[config.mk]
export PLATFORM = sky130hd
export DESIGN_NAME = sc_psrandom_lfsr_flat
export DESIGN_NICKNAME = d
export VERILOG_FILES = /design/src/rtl/sc_psrandom_pkg.sv /design/src/rtl/sc_psrandom_lfsr_if.sv /design/src/rtl/sc_psrandom_lfsr_step.sv /design/src/rtl/sc_psrandom_lfsr.sv /design/src/flat_wrapper.sv
export SDC_FILE = /design/constraint.sdc
export NUM_CORES = 1
export LEC_CHECK = 0
export ABC_AREA = 1
export CAP_MARGIN = 20
export CORE_MARGIN = 2
export CORE_UTILIZATION = 40
export CTS_CLUSTER_SIZE = 24
export DETAILED_ROUTE_END_ITERATION = 10
export PLACE_DENSITY = 0.66
export SETUP_SLACK_MARGIN = 0.05
export SYNTH_ARGS = -nofsm -noshare
export SYNTH_HDL_FRONTEND = slang
export SYNTH_SLANG_ARGS = --single-unit
[constraint.sdc]
create_clock -name SC_STATEMACHINE_CLOCK_50 -period 1.5 [get_ports SC_STATEMACHINE_CLOCK_50]
set_input_delay 0.45 -clock SC_STATEMACHINE_CLOCK_50 [delete_from_list [all_inputs] [get_ports SC_STATEMACHINE_CLOCK_50]]
set_output_delay 0.45 -clock SC_STATEMACHINE_CLOCK_50 [all_outputs]
set_load 0.005 [all_outputs]
[src/rtl/sc_psrandom_pkg.sv]
// Shared defaults and FSM encoding for the pseudo-random generator stage.
package sc_psrandom_pkg;

  localparam int unsigned DATAWIDTH_DEF  = 8;
  localparam int unsigned COUNTWIDTH_DEF = 8;
  localparam logic [7:0]  TAPS_DEF       = 8'hB8;
  localparam logic [7:0]  SEED_DEF       = 8'h01;

  typedef enum logic {
    ST_UNSEEDED = 1'b0,
    ST_SEEDED   = 1'b1
  } state_e;

endpackage

[src/rtl/sc_psrandom_lfsr_if.sv]
// Strobe/seed inputs and capture outputs between the load-control FSM and the LFSR stage.
interface sc_psrandom_lfsr_if
  import sc_psrandom_pkg::*;
#(
  parameter int unsigned DATAWIDTH  = DATAWIDTH_DEF,
  parameter int unsigned COUNTWIDTH = COUNTWIDTH_DEF
);

  logic                  loadseed_InLow;
  logic                  loadrand_InLow;
  logic                  run_InHigh;
  logic [DATAWIDTH-1:0]  seed_InBUS;
  logic [DATAWIDTH-1:0]  random_OutBUS;
  logic                  valid_OutHigh;
  logic                  seeded_OutHigh;
  logic [COUNTWIDTH-1:0] count_OutBUS;

  modport master (
    output loadseed_InLow, loadrand_InLow, run_InHigh, seed_InBUS,
    input  random_OutBUS, valid_OutHigh, seeded_OutHigh, count_OutBUS
  );

  modport slave (
    input  loadseed_InLow, loadrand_InLow, run_InHigh, seed_InBUS,
    output random_OutBUS, valid_OutHigh, seeded_OutHigh, count_OutBUS
  );

endinterface

[src/rtl/sc_psrandom_lfsr_step.sv]
// One step of a right-shifting Galois LFSR; purely combinational.
module sc_psrandom_lfsr_step
  import sc_psrandom_pkg::*;
#(
  parameter int unsigned          DATAWIDTH = DATAWIDTH_DEF,
  parameter logic [DATAWIDTH-1:0] TAPS      = DATAWIDTH'(TAPS_DEF)
)(
  input  logic [DATAWIDTH-1:0] lfsr_i,
  output logic [DATAWIDTH-1:0] next_c_o
);

  always_comb begin
    next_c_o = (lfsr_i >> 1) ^ (lfsr_i[0] ? TAPS : '0);
  end

endmodule

[src/rtl/sc_psrandom_lfsr.sv]
// LFSR generator stage: seed load, capture into a stable output register,
// seeding status and a saturating capture counter.
module sc_psrandom_lfsr
  import sc_psrandom_pkg::*;
#(
  parameter int unsigned          DATAWIDTH    = DATAWIDTH_DEF,
  parameter logic [DATAWIDTH-1:0] TAPS         = DATAWIDTH'(TAPS_DEF),
  parameter logic [DATAWIDTH-1:0] SEED_DEFAULT = DATAWIDTH'(SEED_DEF),
  parameter int unsigned          COUNTWIDTH   = COUNTWIDTH_DEF
)(
  input  logic             SC_STATEMACHINE_CLOCK_50,
  input  logic             SC_STATEMACHINE_RESET_InHigh,
  sc_psrandom_lfsr_if.slave bus
);

  localparam logic [COUNTWIDTH-1:0] COUNT_MAX = '1;

  state_e                state_q;
  logic [DATAWIDTH-1:0]  lfsr_q, lfsr_d, lfsr_step;
  logic [DATAWIDTH-1:0]  random_q, random_d;
  logic                  valid_q, valid_d;
  logic [COUNTWIDTH-1:0] count_q, count_d;
  logic                  seed_load, capture;

  sc_psrandom_lfsr_step #(
    .DATAWIDTH (DATAWIDTH),
    .TAPS      (TAPS)
  ) u_step (
    .lfsr_i   (lfsr_q),
    .next_c_o (lfsr_step)
  );

  assign seed_load = ~bus.loadseed_InLow;
  assign capture   = bus.loadseed_InLow & ~bus.loadrand_InLow;

  // Seed load wins over capture and advance; a zero register is forced back to the default.
  always_comb begin
    lfsr_d   = lfsr_q;
    random_d = random_q;
    valid_d  = 1'b0;
    count_d  = count_q;
    if (seed_load) begin
      lfsr_d  = (bus.seed_InBUS == '0) ? SEED_DEFAULT : bus.seed_InBUS;
      count_d = '0;
    end else begin
      if (capture) begin
        random_d = lfsr_q;
        valid_d  = 1'b1;
        count_d  = (count_q == COUNT_MAX) ? count_q : count_q + COUNTWIDTH'(1);
      end
      if (lfsr_q == '0) begin
        lfsr_d = SEED_DEFAULT;
      end else if (bus.run_InHigh) begin
        lfsr_d = lfsr_step;
      end
    end
  end

  always_ff @(posedge SC_STATEMACHINE_CLOCK_50 or posedge SC_STATEMACHINE_RESET_InHigh) begin
    if (SC_STATEMACHINE_RESET_InHigh) begin
      state_q  <= ST_UNSEEDED;
      lfsr_q   <= SEED_DEFAULT;
      random_q <= '0;
      valid_q  <= 1'b0;
      count_q  <= '0;
    end else begin
      if (seed_load) begin
        state_q <= ST_SEEDED;
      end
      lfsr_q   <= lfsr_d;
      random_q <= random_d;
      valid_q  <= valid_d;
      count_q  <= count_d;
    end
  end

  assign bus.random_OutBUS  = random_q;
  assign bus.valid_OutHigh  = valid_q;
  assign bus.seeded_OutHigh = (state_q == ST_SEEDED);
  assign bus.count_OutBUS   = count_q;

endmodule

[src/flat_wrapper.sv]
// flat-port wrapper written by rule: the top's interface ports become plain ports
module sc_psrandom_lfsr_flat import sc_psrandom_pkg::*;
#(
  parameter int unsigned          DATAWIDTH    = DATAWIDTH_DEF,
  parameter logic [DATAWIDTH-1:0] TAPS         = DATAWIDTH'(TAPS_DEF),
  parameter logic [DATAWIDTH-1:0] SEED_DEFAULT = DATAWIDTH'(SEED_DEF),
  parameter int unsigned          COUNTWIDTH   = COUNTWIDTH_DEF
)
  (SC_STATEMACHINE_CLOCK_50, SC_STATEMACHINE_RESET_InHigh, bus_loadseed_InLow, bus_loadrand_InLow, bus_run_InHigh, bus_seed_InBUS, bus_random_OutBUS, bus_valid_OutHigh, bus_seeded_OutHigh, bus_count_OutBUS);
  sc_psrandom_lfsr_if #(.DATAWIDTH(DATAWIDTH), .COUNTWIDTH(COUNTWIDTH)) bus_i ();
  input  logic SC_STATEMACHINE_CLOCK_50;
  input  logic SC_STATEMACHINE_RESET_InHigh;
  input wire logic [$bits(bus_i.loadseed_InLow)-1:0] bus_loadseed_InLow;
  input wire logic [$bits(bus_i.loadrand_InLow)-1:0] bus_loadrand_InLow;
  input wire logic [$bits(bus_i.run_InHigh)-1:0] bus_run_InHigh;
  input wire logic [$bits(bus_i.seed_InBUS)-1:0] bus_seed_InBUS;
  output wire logic [$bits(bus_i.random_OutBUS)-1:0] bus_random_OutBUS;
  output wire logic [$bits(bus_i.valid_OutHigh)-1:0] bus_valid_OutHigh;
  output wire logic [$bits(bus_i.seeded_OutHigh)-1:0] bus_seeded_OutHigh;
  output wire logic [$bits(bus_i.count_OutBUS)-1:0] bus_count_OutBUS;
  assign bus_i.loadseed_InLow = bus_loadseed_InLow;
  assign bus_i.loadrand_InLow = bus_loadrand_InLow;
  assign bus_i.run_InHigh = bus_run_InHigh;
  assign bus_i.seed_InBUS = bus_seed_InBUS;
  assign bus_random_OutBUS = bus_i.random_OutBUS;
  assign bus_valid_OutHigh = bus_i.valid_OutHigh;
  assign bus_seeded_OutHigh = bus_i.seeded_OutHigh;
  assign bus_count_OutBUS = bus_i.count_OutBUS;
  sc_psrandom_lfsr #(.DATAWIDTH(DATAWIDTH), .TAPS(TAPS), .SEED_DEFAULT(SEED_DEFAULT), .COUNTWIDTH(COUNTWIDTH)) u_core (.SC_STATEMACHINE_CLOCK_50(SC_STATEMACHINE_CLOCK_50), .SC_STATEMACHINE_RESET_InHigh(SC_STATEMACHINE_RESET_InHigh), .bus(bus_i));
endmodule
# [Word level (Yosys, flattened, before mapping)]
# Index checks and enable logic that the tools add are counted.
[classes] n_addsub=1 eq_ne=4 muxes=10 n_bitwise=3 reduce_logical=4
[ops] op="$mux 8" n=8
[ops] op="$logic_not 8->1" n=2
[ops] op="$add 8x1->8 const B" n=1
[ops] op="$eq 8x8->1 const B" n=1
[ops] op="$xor 7x8->8" n=1
[ops] op="$reduce_and 2->1" n=2
[ops] op="$ne 3x1->1 const B" n=1
[ops] op="$mux 1" n=2
[ops] op="$ne 2x1->1 const B" n=1
[ops] op="$ne 2x2->1 const B" n=1
[ops] op="$and 1x1->1" n=1
[ops] op="$not 1->1" n=1
[totals] regBits=26 inputBits=13 output_inout_bits=18 wordCells=27

# [Depth between registers and ports, before layout]
# Gate-level depths: netlist of the first run.
[depth] ltp_word=5 mapped_depth=9 mapped_depth_nobuf=8

# [Hierarchy]
# Synthesis of the first run repeated with hierarchy kept, for this count alone.
[unflattened] hier_cells=186 area_unflattened_um2=1430.1
[by_module_without_submodules] mod="sc_psrandom_lfsr" instances=1 cells_each=168 area_each_um2=1343.8 seq_area_each_um2=651.9
[by_module_without_submodules] mod="sc_psrandom_lfsr_step" instances=1 cells_each=18 area_each_um2=86.3 seq_area_each_um2=0.0

# [Worst setup path after synthesis of the first run]
# OpenSTA, ideal clock, no wires.
[synth_timing] path_type="flip-flop to flip-flop" from="register u_core.lfsr_q[0]" to="register u_core.lfsr_q[2]" setup_time_ns=0.118 t_arrival_ns=1.132 required_ns=1.382 slack_ns=0.250 path_stages_with_launch=10 n_path_buf=2 period_less_slack_ns=1.250 path_cell_list="dfstp_2 > buf_6 > inv_4 > nand2_2 > nor2_2 > nand2_2 > nand2_4 > buf_8 > nand2_1 > o21ai_2"
[synth_via] elab_chain_cells=3 elab_cells_between_ends=4 cone_classes="eq/ne: 1; mux: 2; reduce/logical: 1"
[synth_lines] element="start, declared" line="sc_psrandom_lfsr.sv:19" source="logic [DATAWIDTH-1:0] lfsr_q, lfsr_d, lfsr_step;"
[synth_lines] element="start signal, assigned" line="sc_psrandom_lfsr.sv:70" source="lfsr_q <= lfsr_d;"
[synth_lines] element="$logic_not 8->1 (*)" line="sc_psrandom_lfsr.sv:51" source="if (lfsr_q == '0) begin"
[synth_lines] element="$mux 8" line="sc_psrandom_lfsr.sv:51"
[synth_lines] element="$mux 8" line="sc_psrandom_lfsr.sv:42" source="if (seed_load) begin"
# Every way passes the cells marked *; elsewhere a longest branch is shown, timed or not.
# A chain may end at the register's enable or synchronous reset.

# [Final worst setup path of the first run]
[layout_timing] from="register u_core.random_q[3], in the netlist u_core.bus.random_OutBUS[3]" to="output port bus_random_OutBUS[3]"
[layout_lines] element="start, declared" line="sc_psrandom_lfsr.sv:20" source="logic [DATAWIDTH-1:0] random_q, random_d;"
[layout_lines] element="start signal, assigned" line="sc_psrandom_lfsr.sv:71" source="random_q <= random_d;"
[layout_lines] element="end, declared" line="flat_wrapper.sv:17" source="output wire logic [$bits(bus_i.random_OutBUS)-1:0] bus_random_OutBUS;"
# No word-level cell between the ends.

==> results.py, run 1 <==
metrics = {
    "setup_path": {
        "cp_num_buf_inv": 1,
        "critical_path.max_stage_delay_ns": 0.42,
        "worstSetupPathType": "reg -> out",
        "start_kind": "flip-flop",
        "critPathMaxFanout": 2,
        "path_cells": "clkdlybuf4s15_1",
        "rr_startpoint": "u_core.bus.count_OutBUS[3]",
        "path_delay_family": "flip-flops",
        "required_ns": 1.05,
        "worstReg2RegEnd": "u_core.bus.count_OutBUS[5]",
        "reg2reg_slack_ns": 0.11,
        "crit_path_end_kind": "primary output",
        "reg2regPathDepth": 7,
        "slowest_stage": "dfrtp_1",
        "crit_arrival_ns": 0.95,
    },
    "timing": {
        "rsz0062_at_grt": "false",
        "fin_crit_sh_pct": 93.5,
        "drv_slew": 0,
        "final-setup-viol-count": 0,
        "worst_pin_slew_ns": 0.271,
        "max_slew_margin_pct": 81.8,
        "fmax_mhz": 713,
        "skew_ns": 0.00392,
        "whs_ns": 0.431,
        "hold_viol_final": 0,
        "period_needed_ns": 1.40,
    },
    "synthesis": {
        "netlist_instances": 172,
        "synthMuxAreaShare_pct": 0,
        "synth_compound_area_share_pct": 11.1,
        "synth_xor_area_share_pct": 2.55,
        "synth_fp_nets": 186,
        "seq_area_frac_synth_pct": 47.4,
        "synth_top_area_cell": "dfrtp_1",
        "synth_simple_gate_area_share_pct": 28.3,
        "synth_seq_cells": 26,
        "synthAdderAreaFrac_pct": 0.909,
        "synth_top_family_by_area": "simple AND/OR/NAND/NOR gates",
        "yosysUniqueCellTypes": 25,
        "yosys.area.top_type_share_pct": 45.5,
        "yosysWarningCount": 0,
        "synth_area_um2": 1380,
        "avgSynthCellArea_um2": 8.00,
        "netlist_top_cells_area": "dfrtp_1, nand2_1, o21ai_1, nand3_1, inv_1",
    },
    "global_routing": {
        "overflow": 0,
        "grt_pass1_wl_mm": 5.28,
        "first_global_vias": 1232,
        "grt_antenna_before_repair": 0,
        "grtUsageTotal_pct": 17.0,
        "grt_max_degree": 27,
    },
    "cells_and_area": {
        "drive_gt1_share_pct": 26.7,
        "fillers": 310,
        "ff_latch_area_um2": 652,
        "final_util_pct": 59.4,
        "multi_input_area_um2": 641,
        "area_growth_pct": 42.9,
        "final_area_um2": 1970,
        "antennaDiodeCount": 0,
        "nets": 240,
    },
    "power": {
        "irDropWorstVdd_mv": 0.481,
        "power_density_nw_per_um2": 891,
        "leakage_nw": 0.965,
    },
    "route": {
        "viasPerCell": 4.66,
        "drtPass1Iterations": 4,
        "route.final.wire_length_mm": 3.31,
        "routedWlPerCell_um": 12.2,
        "drt_iter0_drc": 49,
        "drc": 0,
        "ant_nets": 0,
        "dr_total_vias": 1264,
    },
    "clocking": {
        "clk_latency_ns": 0.32,
        "cts_tree": "yes",
        "clock_sinks": 26,
        "htreeDepth": 1,
        "clockRootBuffer": "clkbuf_4",
        "clkTransAtPathRegs_ns": 0.15,
        "cts_made_buffers": 3,
        "holdBufCountCts": 0,
        "clock_path_buffers": 2,
    },
    "placement": {
        "placed_cell_area_um2": 1780,
        "portBuffers": 30,
        "dp_hpwl_mm": 2.32,
        "gp_congestion": 0.846,
    },
    "die": {
        "start_util_pct": 41.6,
        "rows": 21,
        "die_w_um": 62.7,
        "core_um2": 3310,
        "io_pins": 31,
        "die_area_um2": 3930,
        "die_h_um": 62.7,
    },
    "min_path": {
        "hp-class": "in -> async",
    },
    "status": {
        "outcome": "complete, no violations",
    },
    "run": {
        "max-cap-violations": 0,
    },
}
[cells by family (layout without fill, tap and decap cells)]
logic type / count (synthesis) / count (layout)
AO/OA/AOI/OAI: 29 / 29
XOR/XNOR: 4 / 4
adder cells (fa/ha/maj): 1 / 1
buffers and inverters: 28 / 80
flip-flops: 26 / 26
AND/OR/NAND/NOR: 84 / 85
[placed cells by master, fill, tap and decap left out]
cell type / n
nand2_1: 51
dfrtp_1: 25
buf_4: 22
o21ai_1: 19
clkdlybuf4s15_1: 16
inv_1: 15
clkdlybuf4s50_1: 12
nand3_1: 10
inv_2: 7
nand2_2: 6
o21ai_0: 6
nor2_1: 5
nor2_4: 4
clkbuf_4: 3
nor2_2: 2
nand2_4: 2
o21ai_2: 2
xnor2_1: 2
or2_2: 2
nand3_2: 2
xor2_1: 2
a21oi_1: 2
clkbuf_2: 2
inv_4: 1
nand3_4: 1
ha_4: 1
bufinv_16: 1
buf_12: 1
dfstp_2: 1
[through the flow]
stage               setup WS [ns]  setup TNS (ns)  instances  total power [W]
detailed placement         -0.183           -2.49        254          0.00126
global placement           -0.126           -1.70        254          0.00124
floorplan                   0.250               0        172          0.00107
CTS                        0.0525               0        267          0.00174
global route               0.0508               0        271          0.00185
finish                     0.0982               0        271          0.00175
[power breakdown]
part | leakage, nW | total [W] | internal [W] | switching [W]
Sequential | 0.330 | 0.000836 | 0.000781 | 0.0000546
Combinational | 0.607 | 0.000422 | 0.000211 | 0.000211
Clock | 0.0279 | 0.000494 | 0.000270 | 0.000224
[worst max-delay path by stage]
stage                                     start                    endpoint  cells after the start
floorplan                      u_core.lfsr_q[0]            u_core.lfsr_q[2]                      9
global placement             bus_loadrand_InLow  u_core.bus.count_OutBUS[4]                      6
detailed placement           bus_loadseed_InLow  u_core.bus.count_OutBUS[0]                      6
CTS                   u_core.bus.seeded_OutHigh          bus_seeded_OutHigh                      1
global route        u_core.bus.random_OutBUS[7]        bus_random_OutBUS[7]                      1
finish              u_core.bus.random_OutBUS[3]        bus_random_OutBUS[3]                      1
[cell usage after synthesis, drive strengths merged]
cell type / count
nor2: 11
o21ai: 27
nand3: 13
xnor2: 2
xor2: 2
nand2: 58
or2: 2
a21oi: 2
inv: 23
ha: 1
dfstp: 1
dfrtp: 25
buf: 5
[timing repair]
item,in CTS,in global routing
cloned,0,1
pin swaps,0,2
endpoints found under the hold margin,0,0
setup endpoints to repair,18,21
buffers inserted,9,3
gates resized for setup,25,23
[state kept, by name (all words and copies together) (netlist names)]
register                   flops
u_core.bus.count_OutBUS        8
u_core.bus.random_OutBUS       8
u_core.bus.seeded_OutHigh      1
u_core.bus.valid_OutHigh       1
u_core.lfsr_q                  8
[worst min-delay path, cell delays in order]
cell and delay [ns]:
clkdlybuf4s50_1 0.40, inv_1 0.09, buf_12 0.19
[area by class of cell]
class / count / area share (%)
clock inverter: 1 / 1.53
sequential: 26 / 33.1
tap: 46 / 2.93
timing repair buffer: 53 / 24.2
inverter: 23 / 4.52
clock buffer: 3 / 1.15
multi-input combinational: 119 / 32.6
[routing by layer]
metal  vias up  part of all wire [%]  track usage [%]
li1        644                     -                -
met1       592                    42             19.2
met2        24                    54             32.0
met3         4                   3.1             3.06
met4         0                  0.82             5.56
met5         -                     0                0
No activity file was read; power rests on OpenSTA's default activity.
==> inputs of run 2 (changes only) <==
--- a/config.mk
+++ b/config.mk
@@ -6,6 +6,7 @@
 export NUM_CORES = 1
 export LEC_CHECK = 0
 export ABC_AREA = 1
+export ABC_CLOCK_PERIOD_IN_PS = 1500
 export CAP_MARGIN = 20
 export CORE_MARGIN = 2
 export CORE_UTILIZATION = 40
==> results of run 2 <==
No change in the layout: final DEF, timing and power equal those of run 1.
==> inputs of run 3 (changes only) <==
--- a/config.mk
+++ b/config.mk
@@ -17,3 +17,4 @@
 export SYNTH_ARGS = -nofsm -noshare
 export SYNTH_HDL_FRONTEND = slang
 export SYNTH_SLANG_ARGS = --single-unit
+export TNS_END_PERCENT = 1
==> results.py, run 3 (synthesis gave the netlist of run 1 again) <==
metrics = {
    "status": {
        "outcome": "complete, no violations",
    },
    "die": {
        "die_h_um": 62.7,
        "core_um2": 3310,
        "die_area_um2": 3930,
        "io_pins": 31,
        "die_w_um": 62.7,
        "start_util_pct": 41.6,
        "rows": 21,
    },
    "route": {
        "routedWlPerCell_um": 12.2,
        "route.final.wire_length_mm": 3.22,
        "ant_nets": 0,
        "dr_total_vias": 1234,
        "viasPerCell": 4.66,
        "drtPass1Iterations": 4,
        "drc": 0,
        "drt_iter0_drc": 46,
    },
    "cells_and_area": {
        "final_util_pct": 58.1,
        "nets": 234,
        "layout_common_cells": "nand2_1, dfrtp_1, o21ai_1",
        "area_growth_pct": 39.8,
        "antennaDiodeCount": 0,
        "final_common_cell": "nand2_1",
        "drive_gt1_share_pct": 24.7,
        "final_cells": 265,
    },
    "global_routing": {
        "grtUsageMet2_pct": 31.2,
        "first_global_vias": 1205,
        "grtUsageTotal_pct": 16.7,
        "overflow": 0,
        "grt_antenna_before_repair": 0,
        "grtUsageMet3_pct": 3.06,
        "grtUsageMet1_pct": 19.1,
        "grt_max_degree": 27,
        "grt_pass1_wl_mm": 5.18,
        "busiest_layer": "met2",
    },
    "setup_path": {
        "rr_startpoint": "u_core.bus.count_OutBUS[0]",
        "path_cells": "clkdlybuf4s15_1",
        "crit_path_end_kind": "primary output",
        "reg2regPathDepth": 9,
        "cp_num_buf_inv": 1,
        "critPathMaxFanout": 2,
        "critical_path.max_stage_delay_ns": 0.42,
        "start_kind": "flip-flop",
        "crit_arrival_ns": 0.95,
        "worstSetupPathType": "reg -> out",
        "slowest_stage": "dfrtp_1",
        "required_ns": 1.05,
        "worstReg2RegEnd": "u_core.bus.count_OutBUS[7]",
        "path_delay_family": "flip-flops",
        "reg2reg_slack_ns": 0.16,
    },
    "timing": {
        "worst_pin_slew_ns": 0.275,
        "skew_ns": 0.00443,
        "layout_setup_ws_ns": 0.0997,
        "fin_setup_tns_ns": 0,
        "rsz0062_at_grt": "false",
        "period_needed_ns": 1.40,
        "fin_crit_sh_pct": 93.4,
        "fmax_mhz": 714,
        "final-setup-viol-count": 0,
        "max_slew_margin_pct": 81.6,
        "drv_slew": 0,
        "hold_viol_final": 0,
    },
    "power": {
        "power_density_nw_per_um2": 897,
        "irDropWorstVdd_mv": 0.476,
        "leakage_nw": 0.948,
    },
    "clocking": {
        "clk_latency_ns": 0.32,
        "clock_path_buffers": 2,
        "clkTransAtPathRegs_ns": 0.15,
        "clock_sinks": 26,
        "clockRootBuffer": "clkbuf_4",
        "cts_tree": "yes",
        "cts_made_buffers": 3,
        "htreeDepth": 1,
    },
    "placement": {
        "dp_cells": 254,
        "dp_hpwl_mm": 2.32,
        "pre_cts_slack_ns": -0.183,
        "portBuffers": 30,
        "gp_congestion": 0.846,
    },
    "min_path": {
        "hp-class": "in -> async",
    },
    "run": {
        "max-cap-violations": 0,
    },
}
## run 3: cell count changes in the layout (fill, tap and decap cells not counted)
cell and change:
buf_4 -6, ha_2 +1, ha_4 -1, nand2_2 -1, nand2_4 +1, nand3_2 -1, nand3_4 +1
## run 3: timing repair
| action | CTS | global route |
|---|---|---|
| hold buffers | 0 | 0 |
| endpoints found under the setup margin | 18 | 21 |
| pin swaps | 0 | 3 |
| resized for setup | 25 | 24 |
| buffers inserted | 6 | 0 |
| cloned | 0 | 1 |
## run 3: final cells by class
type / count / area (um2)
timing repair buffer: 47 / 430
inverter: 23 / 88.8
multi-input combinational: 119 / 643
clock buffer: 3 / 22.5
clock inverter: 1 / 30.0
sequential: 26 / 652
tap: 46 / 57.6
fill: 310 / 1390
## run 3: per-stage QoR
step / instance area [um2] / hold slack, ns / total power, W
global route: 1920 / 0.435 / 0.00183
global placement: 1780 / 0.451 / 0.00124
finish: 1920 / 0.433 / 0.00173
CTS: 1870 / 0.430 / 0.00173
floorplan: 1380 / 0.465 / 0.00107
detailed placement: 1780 / 0.452 / 0.00126
## run 3: how the worst max path moves through the flow
| stage | to | cells past startpoint | start | slack, ns |
|---|---|---|---|---|
| 6_report | bus_random_OutBUS[3] | 1 | u_core.bus.random_OutBUS[3] | 0.1 |
| 3_3_place_gp | u_core.bus.count_OutBUS[4] | 6 | bus_loadrand_InLow | -0.13 |
| 5_1_grt | u_core.bus.count_OutBUS[7] | 9 | u_core.bus.count_OutBUS[0] | 0.03 |
| 4_1_cts | bus_seeded_OutHigh | 1 | u_core.bus.seeded_OutHigh | 0.05 |
| 2_1_floorplan | u_core.lfsr_q[2] | 9 | u_core.lfsr_q[0] | 0.25 |
| 3_5_place_dp | u_core.bus.count_OutBUS[0] | 6 | bus_loadseed_InLow | -0.18 |
## run 3: per-layer routing
metal	part of all wire [%]	vias to the layer above
met5	0	-
li1	-	631
met1	42	569
met3	3.6	6
met2	53	28
met4	1.1	0
## run 3: where the power goes
part           leakage, nW  internal, W  switching, W
registers            0.330     0.000781     0.0000546
clock network       0.0279     0.000270      0.000222
logic                0.590     0.000192      0.000206
total                0.948      0.00124      0.000483
